$ cat src/rtl/sum_cond_subtractor.sv
// Final conditional subtract of a limb-serial modular adder: R = S - N if S >= N, else S.
// Optional result counter (sub_count_out) enabled by defining SUM_COND_SUBTRACTOR_COUNT_EN.
module sum_cond_subtractor #(
  parameter int REGISTER_SIZE = 32,
  parameter int BITS_IN_NUM   = 2048
) (
  input  logic                     clk_in,
  input  logic                     rst_in,
  input  logic [REGISTER_SIZE-1:0] sum_in,
  input  logic                     carry_in,
  input  logic [REGISTER_SIZE-1:0] modulus_in,
  input  logic                     valid_in,
  output logic                     ready_out,
  output logic [REGISTER_SIZE-1:0] data_out,
  output logic                     valid_out,
  output logic                     final_out,
`ifdef SUM_COND_SUBTRACTOR_COUNT_EN
  output logic [15:0]              sub_count_out,
`endif
  input  logic                     ready_in
);
  localparam int NUM_LIMBS = BITS_IN_NUM / REGISTER_SIZE;
  localparam int CW        = (NUM_LIMBS > 1) ? $clog2(NUM_LIMBS) : 1;
  localparam logic [CW-1:0] LAST = CW'(NUM_LIMBS - 1);

  typedef enum logic {COLLECT, DRAIN} state_t;

  state_t                                    state_q, state_d;
  logic [CW-1:0]                             cnt_q, idx_q;
  logic                                      borrow_q, sel_q, sel_d;
  logic [NUM_LIMBS-1:0][REGISTER_SIZE-1:0]   sum_buf_q, diff_buf_q;
  logic [REGISTER_SIZE:0]                    diff_w;
  logic                                      accept, last_in, xfer, last_out;

  // Top bit of the widened difference is the borrow out of this limb.
  assign diff_w   = {1'b0, sum_in} - {1'b0, modulus_in} - {{REGISTER_SIZE{1'b0}}, borrow_q};
  assign accept   = valid_in && (state_q == COLLECT);
  assign last_in  = accept && (cnt_q == LAST);
  assign xfer     = (state_q == DRAIN) && ready_in;
  assign last_out = xfer && (idx_q == LAST);
  assign sel_d    = carry_in | ~diff_w[REGISTER_SIZE];

  always_ff @(posedge clk_in) begin
    if (rst_in) state_q <= COLLECT;
    else        state_q <= state_d;
  end

  always_comb begin
    state_d = state_q;
    case (state_q)
      COLLECT: if (last_in)  state_d = DRAIN;
      DRAIN:   if (last_out) state_d = COLLECT;
      default:               state_d = COLLECT;
    endcase
  end

  always_comb begin
    ready_out = (state_q == COLLECT);
    valid_out = (state_q == DRAIN);
    final_out = (state_q == DRAIN) && (idx_q == LAST);
    data_out  = sel_q ? diff_buf_q[idx_q] : sum_buf_q[idx_q];
  end

  always_ff @(posedge clk_in) begin
    if (rst_in) begin
      cnt_q    <= '0;
      idx_q    <= '0;
      borrow_q <= 1'b0;
      sel_q    <= 1'b0;
    end else begin
      if (accept) begin
        if (last_in) begin
          cnt_q    <= '0;
          borrow_q <= 1'b0;
          sel_q    <= sel_d;
        end else begin
          cnt_q    <= cnt_q + 1'b1;
          borrow_q <= diff_w[REGISTER_SIZE];
        end
      end
      if (xfer) idx_q <= last_out ? '0 : idx_q + 1'b1;
    end
  end

  // Buffers are never cleared; reset only discards the bookkeeping around them.
  always_ff @(posedge clk_in) begin
    if (accept) begin
      sum_buf_q[cnt_q]  <= sum_in;
      diff_buf_q[cnt_q] <= diff_w[REGISTER_SIZE-1:0];
    end
  end

`ifdef SUM_COND_SUBTRACTOR_COUNT_EN
  logic [15:0] sub_cnt_q;
  always_ff @(posedge clk_in) begin
    if (rst_in)                                          sub_cnt_q <= '0;
    else if (last_in && sel_d && (sub_cnt_q != 16'hFFFF)) sub_cnt_q <= sub_cnt_q + 16'd1;
  end
  assign sub_count_out = sub_cnt_q;
`endif
endmodule

$ cat config.mk
export PLATFORM = sky130hd
export DESIGN_NAME = sum_cond_subtractor
export DESIGN_NICKNAME = d
export VERILOG_FILES = /design/src/rtl/sum_cond_subtractor.sv
export SDC_FILE = /design/constraint.sdc
export NUM_CORES = 2
export LEC_CHECK = 0
export CAP_MARGIN = 15
export CORE_UTILIZATION = 40
export CTS_CLUSTER_DIAMETER = 120
export DETAILED_ROUTE_END_ITERATION = 7
export HOLD_SLACK_MARGIN = 0.05
export PLACE_DENSITY = 0.59
export SLEW_MARGIN = 5
export SYNTH_ARGS = -nofsm -noshare
export SYNTH_HDL_FRONTEND = slang
export SYNTH_SLANG_ARGS = --single-unit
$ cat constraint.sdc
create_clock -name clk_in -period 13.2 [get_ports clk_in]
set_clock_uncertainty 0.15 [all_clocks]
set_input_delay 2.64 -clock clk_in [delete_from_list [all_inputs] [get_ports clk_in]]
set_output_delay 2.64 -clock clk_in [all_outputs]
set_load 0.1 [all_outputs]
---- Word level (Yosys, flattened, before mapping) ----
Cells that the tools add are included.
operators by class
  equal/unequal tests ..................... 2
  muxes and demuxes ....................... 15
  $add $sub $neg .......................... 4
  reductions and logical operators ........ 7
  bitwise operators ....................... 3
  order comparisons ....................... 3
operator list
  cell                                                                                  count
  2048-bit bitwise mux                                                                  2
  32-bit binary-select mux with 6-bit select                                            2
  32-bit demux with 6-bit select                                                        1
  32-bit two-way mux                                                                    4
  32-bit by 32-bit subtractor with 33-bit output                                        1
  33-bit by 1-bit subtractor with 33-bit output                                         1
  6-bit by 7-bit < comparator with 1-bit output (second input constant)                 2
  6-bit by 1-bit adder with 6-bit output (second input constant)                        2
  6-bit == test (second input constant)                                                 2
  6-bit two-way mux                                                                     2
  6-bit by 1-bit greater-or-equal comparator with 1-bit output (second input constant)  1
  1-bit logical AND                                                                     6
  1-bit two-way mux                                                                     3
  1-bit NOT                                                                             2
  1-bit case mux with 2 select lines                                                    1
  2-bit AND reduction                                                                   1
  1-bit bitwise OR                                                                      1
storage, ports and cells
  flip-flop bits (word level) ............. 4111
  output and inout port bits .............. 35
  logic and storage cells ................. 167
  input bits .............................. 69

---- Depth between registers and ports, before layout ----
  depth after elaboration ................. 5
  mapped depth ............................ 14
  gate-level depth less buffers ........... 12

---- Worst setup path before layout ----
No wires, ideal clock.
  kind .................................... input to register
  start point ............................. input sum_in[15]
  end point ............................... register diff_buf_q[1017] in the netlist's numbering, data pin
  library setup time ...................... 0.567 ns
  stages on the path ...................... 13
  path buffers ............................ 1
  data required time ...................... 12.483 ns
  path slack .............................. 5.991 ns
  data arrival time ....................... 6.492 ns
  path through ............................ inv_1 -> ha_1 -> inv_1 -> ha_1 -> clkbuf_1 -> nand3_1 -> or3_1 -> nor2_1 -> o211ai_1 -> o211ai_1 -> nand4_1 -> and3b_1 -> xnor2_1
between the ends
  word-level cells in the longest chain between the ends .. 3
RTL lines
  item                                            line  RTL
  start: declaration                              9     input logic [REGISTER_SIZE-1:0] sum_in,
  32-bit by 32-bit subtractor with 33-bit output  36    assign diff_w = {1'b0, sum_in} - {1'b0, modulus_in} - {{REGISTER_SIZE{1'b0}}, borrow_q};
  33-bit by 1-bit subtractor with 33-bit output   36
  named net diff_w[25]                            32    logic [REGISTER_SIZE:0] diff_w;
  2048-bit bitwise mux                            89    diff_buf_q[cnt_q] <= diff_w[REGISTER_SIZE-1:0];
  end signal: indexed assignment                  89
  end: declaration                                31    logic [NUM_LIMBS-1:0][REGISTER_SIZE-1:0] sum_buf_q, diff_buf_q;
The timed path passes the listed nets, and every way through them passes these cells.
A chain may end at the register's enable or synchronous reset.

---- Worst setup path in the final report ----
  start point ............................. register idx_q[0]
  end point ............................... output data_out[1]
between the ends
  word-level cells in the longest chain between the ends .. 3
  elaborated cells on any way between the ends .. 5
RTL lines
  item                                        line  RTL
  start: declaration                          29    logic [CW-1:0] cnt_q, idx_q;
  start signal: assignment                    81    if (xfer) idx_q <= last_out ? '0 : idx_q + 1'b1;
  32-bit binary-select mux with 6-bit select  61    data_out = sel_q ? diff_buf_q[idx_q] : sum_buf_q[idx_q];
  32-bit two-way mux (not written as such)    61
  32-bit two-way mux (*)                      61
  end: declaration                            14    output logic [REGISTER_SIZE-1:0] data_out,
Every way passes the cells marked *; elsewhere a longest branch is shown, timed or not. The select of a mux whose other input is x is not followed.

==> metrics.csv <==
metric,value,unit
outcome,"complete, no violations",
synth.top_cells.by_area,"edfxtp_1 (77%), mux4_2 (15%), mux2i_1 (1.5%)",
area_delta_synth_final,13.8,%
crit_path_start,idx_q[0],
grt_pass1_vias,79200,
r2r_cells,7,
nets,7577,
cpPeakStageDelay,1.05,ns
cts_resized,0,
grt_pass1_wl,667,mm
cts-hold-fix-buffers,0,
timing.critical_path.max_delay_family,buffers and inverters,
path_depth,8,
regToRegEndpoint,diff_buf_q[1568],
cts_buffers,416,
finalHoldViolations,0,
numPlacedInstances,12300,
crit_path_end_kind,output pin,
drt-initial-drc-count,12000,
synthDistinctLibCells,61,
drive_above_1_share,28.3,%
rsz0062_at_grt,false,
avgSynthCellArea,22.8,um2
cts_tree,yes,
overflow,0,
synth_top_flop_cell,edfxtp_1,
cts_setup_buffers,0,
cp_slowest_cell,clkdlybuf4s50_1,
htree_levels,5,
min_to,borrow_q,
cp.buffers_inverters,3,
clk_pin_slew,0.07,ns
clock_latency,0.98,ns
portBuffers,103,
dp_hpwl,259,mm
cp.arrival,6.67,ns
nFillCells,32800,
start_util,40.3,%
cts-root-buf,clkbuf_16,
ys_ff_latch,4111,
finalWeightedCongestion,0.822,
core_area,397000,um2
setup_violations,0,
power_leakage,54.2,nW
fmax,0.106,GHz
final_cells,13000,
relSlewSlack,11.7,%
tightest_slew,1.33,ns
synthCells,7022,
start_kind,register,
post-route-period-util,71.6,%
ant_nets,0,
cts_sinks,4111,
multi_input_area,35200,um2
netlist_area,160000,um2
die_h,634,um
antenna_found_initial,37,
rows,231,
finalSetupTns,0,ns
path_class,register to output pin,
cp_max_fo,32,
register_area,123000,um2
fin_ws,3.74,ns
ys_async_sr_fraction,0,%
hold-path-cell-count,2,
dp_slack,4.63,ns
seq_area_frac_synth,77.1,%
critical_path.cell_chain,buf_4 -> buf_4 -> mux4_2 -> mux4_2 -> mux2_2 -> a221oi_1 -> a211oi_1 -> clkdlybuf4s50_1,
cp_data_required_time,10.41,ns
die_x,634,um
hp-class,register to register,
fin_area,182000,um2
drt_wl_total,494,mm
ir_drop,0.112,mV
grt_max_degree,127,
syn-num-nets,7157,
num_vias,80700,
vias_per_cell,6.19,
firstDrtPassIters,6,
cts.path.max_buffers,4,
wl_per_cell,37.9,um
placed_area,169000,um2
grt_usage,24.3,%
finalPower,0.0280,W
cap_violations,0,
yosys.area.top_type,edfxtp_1,
r2r_slack,8.00,ns
yosys.area.top_type_share,76.9,%
die_area,403000,um2
synth-edff-count,4096,
fin_crit,9.46,ns
synth_warnings,0,
io-pin-count,104,
drv_slew,0,
power.density,154,nW/um2
drc,0,
hp-start,borrow_q,
r2r_start,valid_out,
[kinds of logic after synthesis]
family / after synthesis / synth area share, %
AOI/OAI and AO/OA: 542 / 2.20
xor gates and xnor gates: 34 / 0.186
adders and majority gates: 66 / 0.526
buffers and inverters: 482 / 1.44
DFF: 4111 / 77.1
muxes: 1430 / 17.5
and+or+nand+nor: 357 / 1.05
[final cells by class]
class / instances / area share [%]
flip-flops and latches: 4111 / 67.7
clock buffers: 498 / 5.94
inverters: 103 / 0.212
well taps: 5242 / 3.60
multi-input cells: 2429 / 19.3
diodes: 11 / 0.0151
clock inverters: 258 / 1.39
repair buffers: 381 / 1.79
[power breakdown]
| part | internal [W] | switching, W |
|---|---|---|
| clock | 0.00668 | 0.00502 |
| sequential | 0.0150 | 0.0000111 |
| combinational | 0.000225 | 0.00104 |
| total | 0.0219 | 0.00607 |
[per-layer routing]
metal  up-vias  routed length [um]  GRT usage, %
met5         -                 105             0
met4        16               19900          8.73
met3       872               48000          4.34
met2      4714              232000          38.2
met1     44300              194000          34.0
li1      30800                   -             -
[metrics by stage]
| step | util [%] | hold slack [ns] |
|---|---|---|
| after global placement | 42.5 | 0.354 |
| after detailed placement | 42.5 | 0.355 |
| after floorplan | - | 0.315 |
| final | 45.9 | 0.358 |
| after global routing | 45.9 | 0.377 |
| after CTS | 45.9 | 0.363 |
[tightest hold or removal path, cell delays in order, from the launching register on]
cell and delay (ns):
dfxtp_1 0.30, inv_1 0.08, o31ai_1 0.08
[placed cells by master (no fill, tap or decap), types with 10 or more instances in the layout]
| cell | count |
|---|---|
| a221oi_1 | 32 |
| xnor2_2 | 17 |
| o21ai_0 | 105 |
| buf_2 | 32 |
| nand2b_1 | 11 |
| clkbuf_16 | 421 |
| a21oi_1 | 143 |
| o22ai_1 | 23 |
| nor3_1 | 15 |
| a21o_1 | 12 |
| clkinv_1 | 91 |
| buf_12 | 24 |
| diode_2 | 11 |
| nor2_1 | 60 |
| inv_1 | 101 |
| nand3_1 | 19 |
| clkbuf_1 | 77 |
| o2111ai_1 | 10 |
| clkinvlp_4 | 11 |
| nor2_4 | 65 |
| o211ai_1 | 12 |
| nand2_1 | 82 |
| a31oi_1 | 11 |
| buf_4 | 254 |
| inv_6 | 10 |
| edfxtp_1 | 4096 |
| a21boi_0 | 29 |
| mux4_2 | 1089 |
| mux2i_1 | 243 |
| a211oi_1 | 111 |
| xor2_4 | 10 |
| nor2b_1 | 65 |
| mux2_2 | 98 |
| clkdlybuf4s50_1 | 71 |
| o221ai_1 | 12 |
| bufinv_16 | 43 |
| ha_1 | 64 |
| clkinv_2 | 87 |
[flip-flops by register name (all words and copies together) (netlist names)]
signal      flops
valid_out       1
sel_q           1
diff_buf_q   2048
cnt_q           6
borrow_q        1
idx_q           6
sum_buf_q    2048
[worst max path at each step]
stage	end	slack, ns
2_1_floorplan	diff_buf_q[1017]	5.99
3_3_place_gp	data_out[1]	4.55
3_5_place_dp	data_out[1]	4.63
4_1_cts	data_out[1]	3.56
5_1_grt	data_out[1]	3.37
6_report	data_out[1]	3.74
[Yosys cell counts (7+ instances only)]
| master | instances |
|---|---|
| edfxtp_1 | 4096 |
| mux4_2 | 1089 |
| mux2i_1 | 243 |
| a21oi_1 | 143 |
| clkbuf_1 | 132 |
| buf_2 | 131 |
| nor2_1 | 127 |
| a211oi_1 | 111 |
| o21ai_0 | 105 |
| inv_1 | 103 |
| mux2_2 | 98 |
| nand2_1 | 84 |
| nor2b_1 | 66 |
| buf_4 | 65 |
| ha_1 | 64 |
| buf_1 | 40 |
| a221oi_1 | 32 |
| a21boi_0 | 29 |
| o22ai_1 | 23 |
| xnor2_1 | 20 |
| nand3_1 | 19 |
| dfxtp_1 | 15 |
| nor3_1 | 15 |
| xor2_1 | 14 |
| a21o_1 | 12 |
| nand2b_1 | 12 |
| o211ai_1 | 12 |
| o221ai_1 | 12 |
| a31oi_1 | 11 |
| buf_6 | 11 |
| o2111ai_1 | 10 |
| nand4_1 | 7 |
Note: power is estimated with default switching activity, not from simulation.
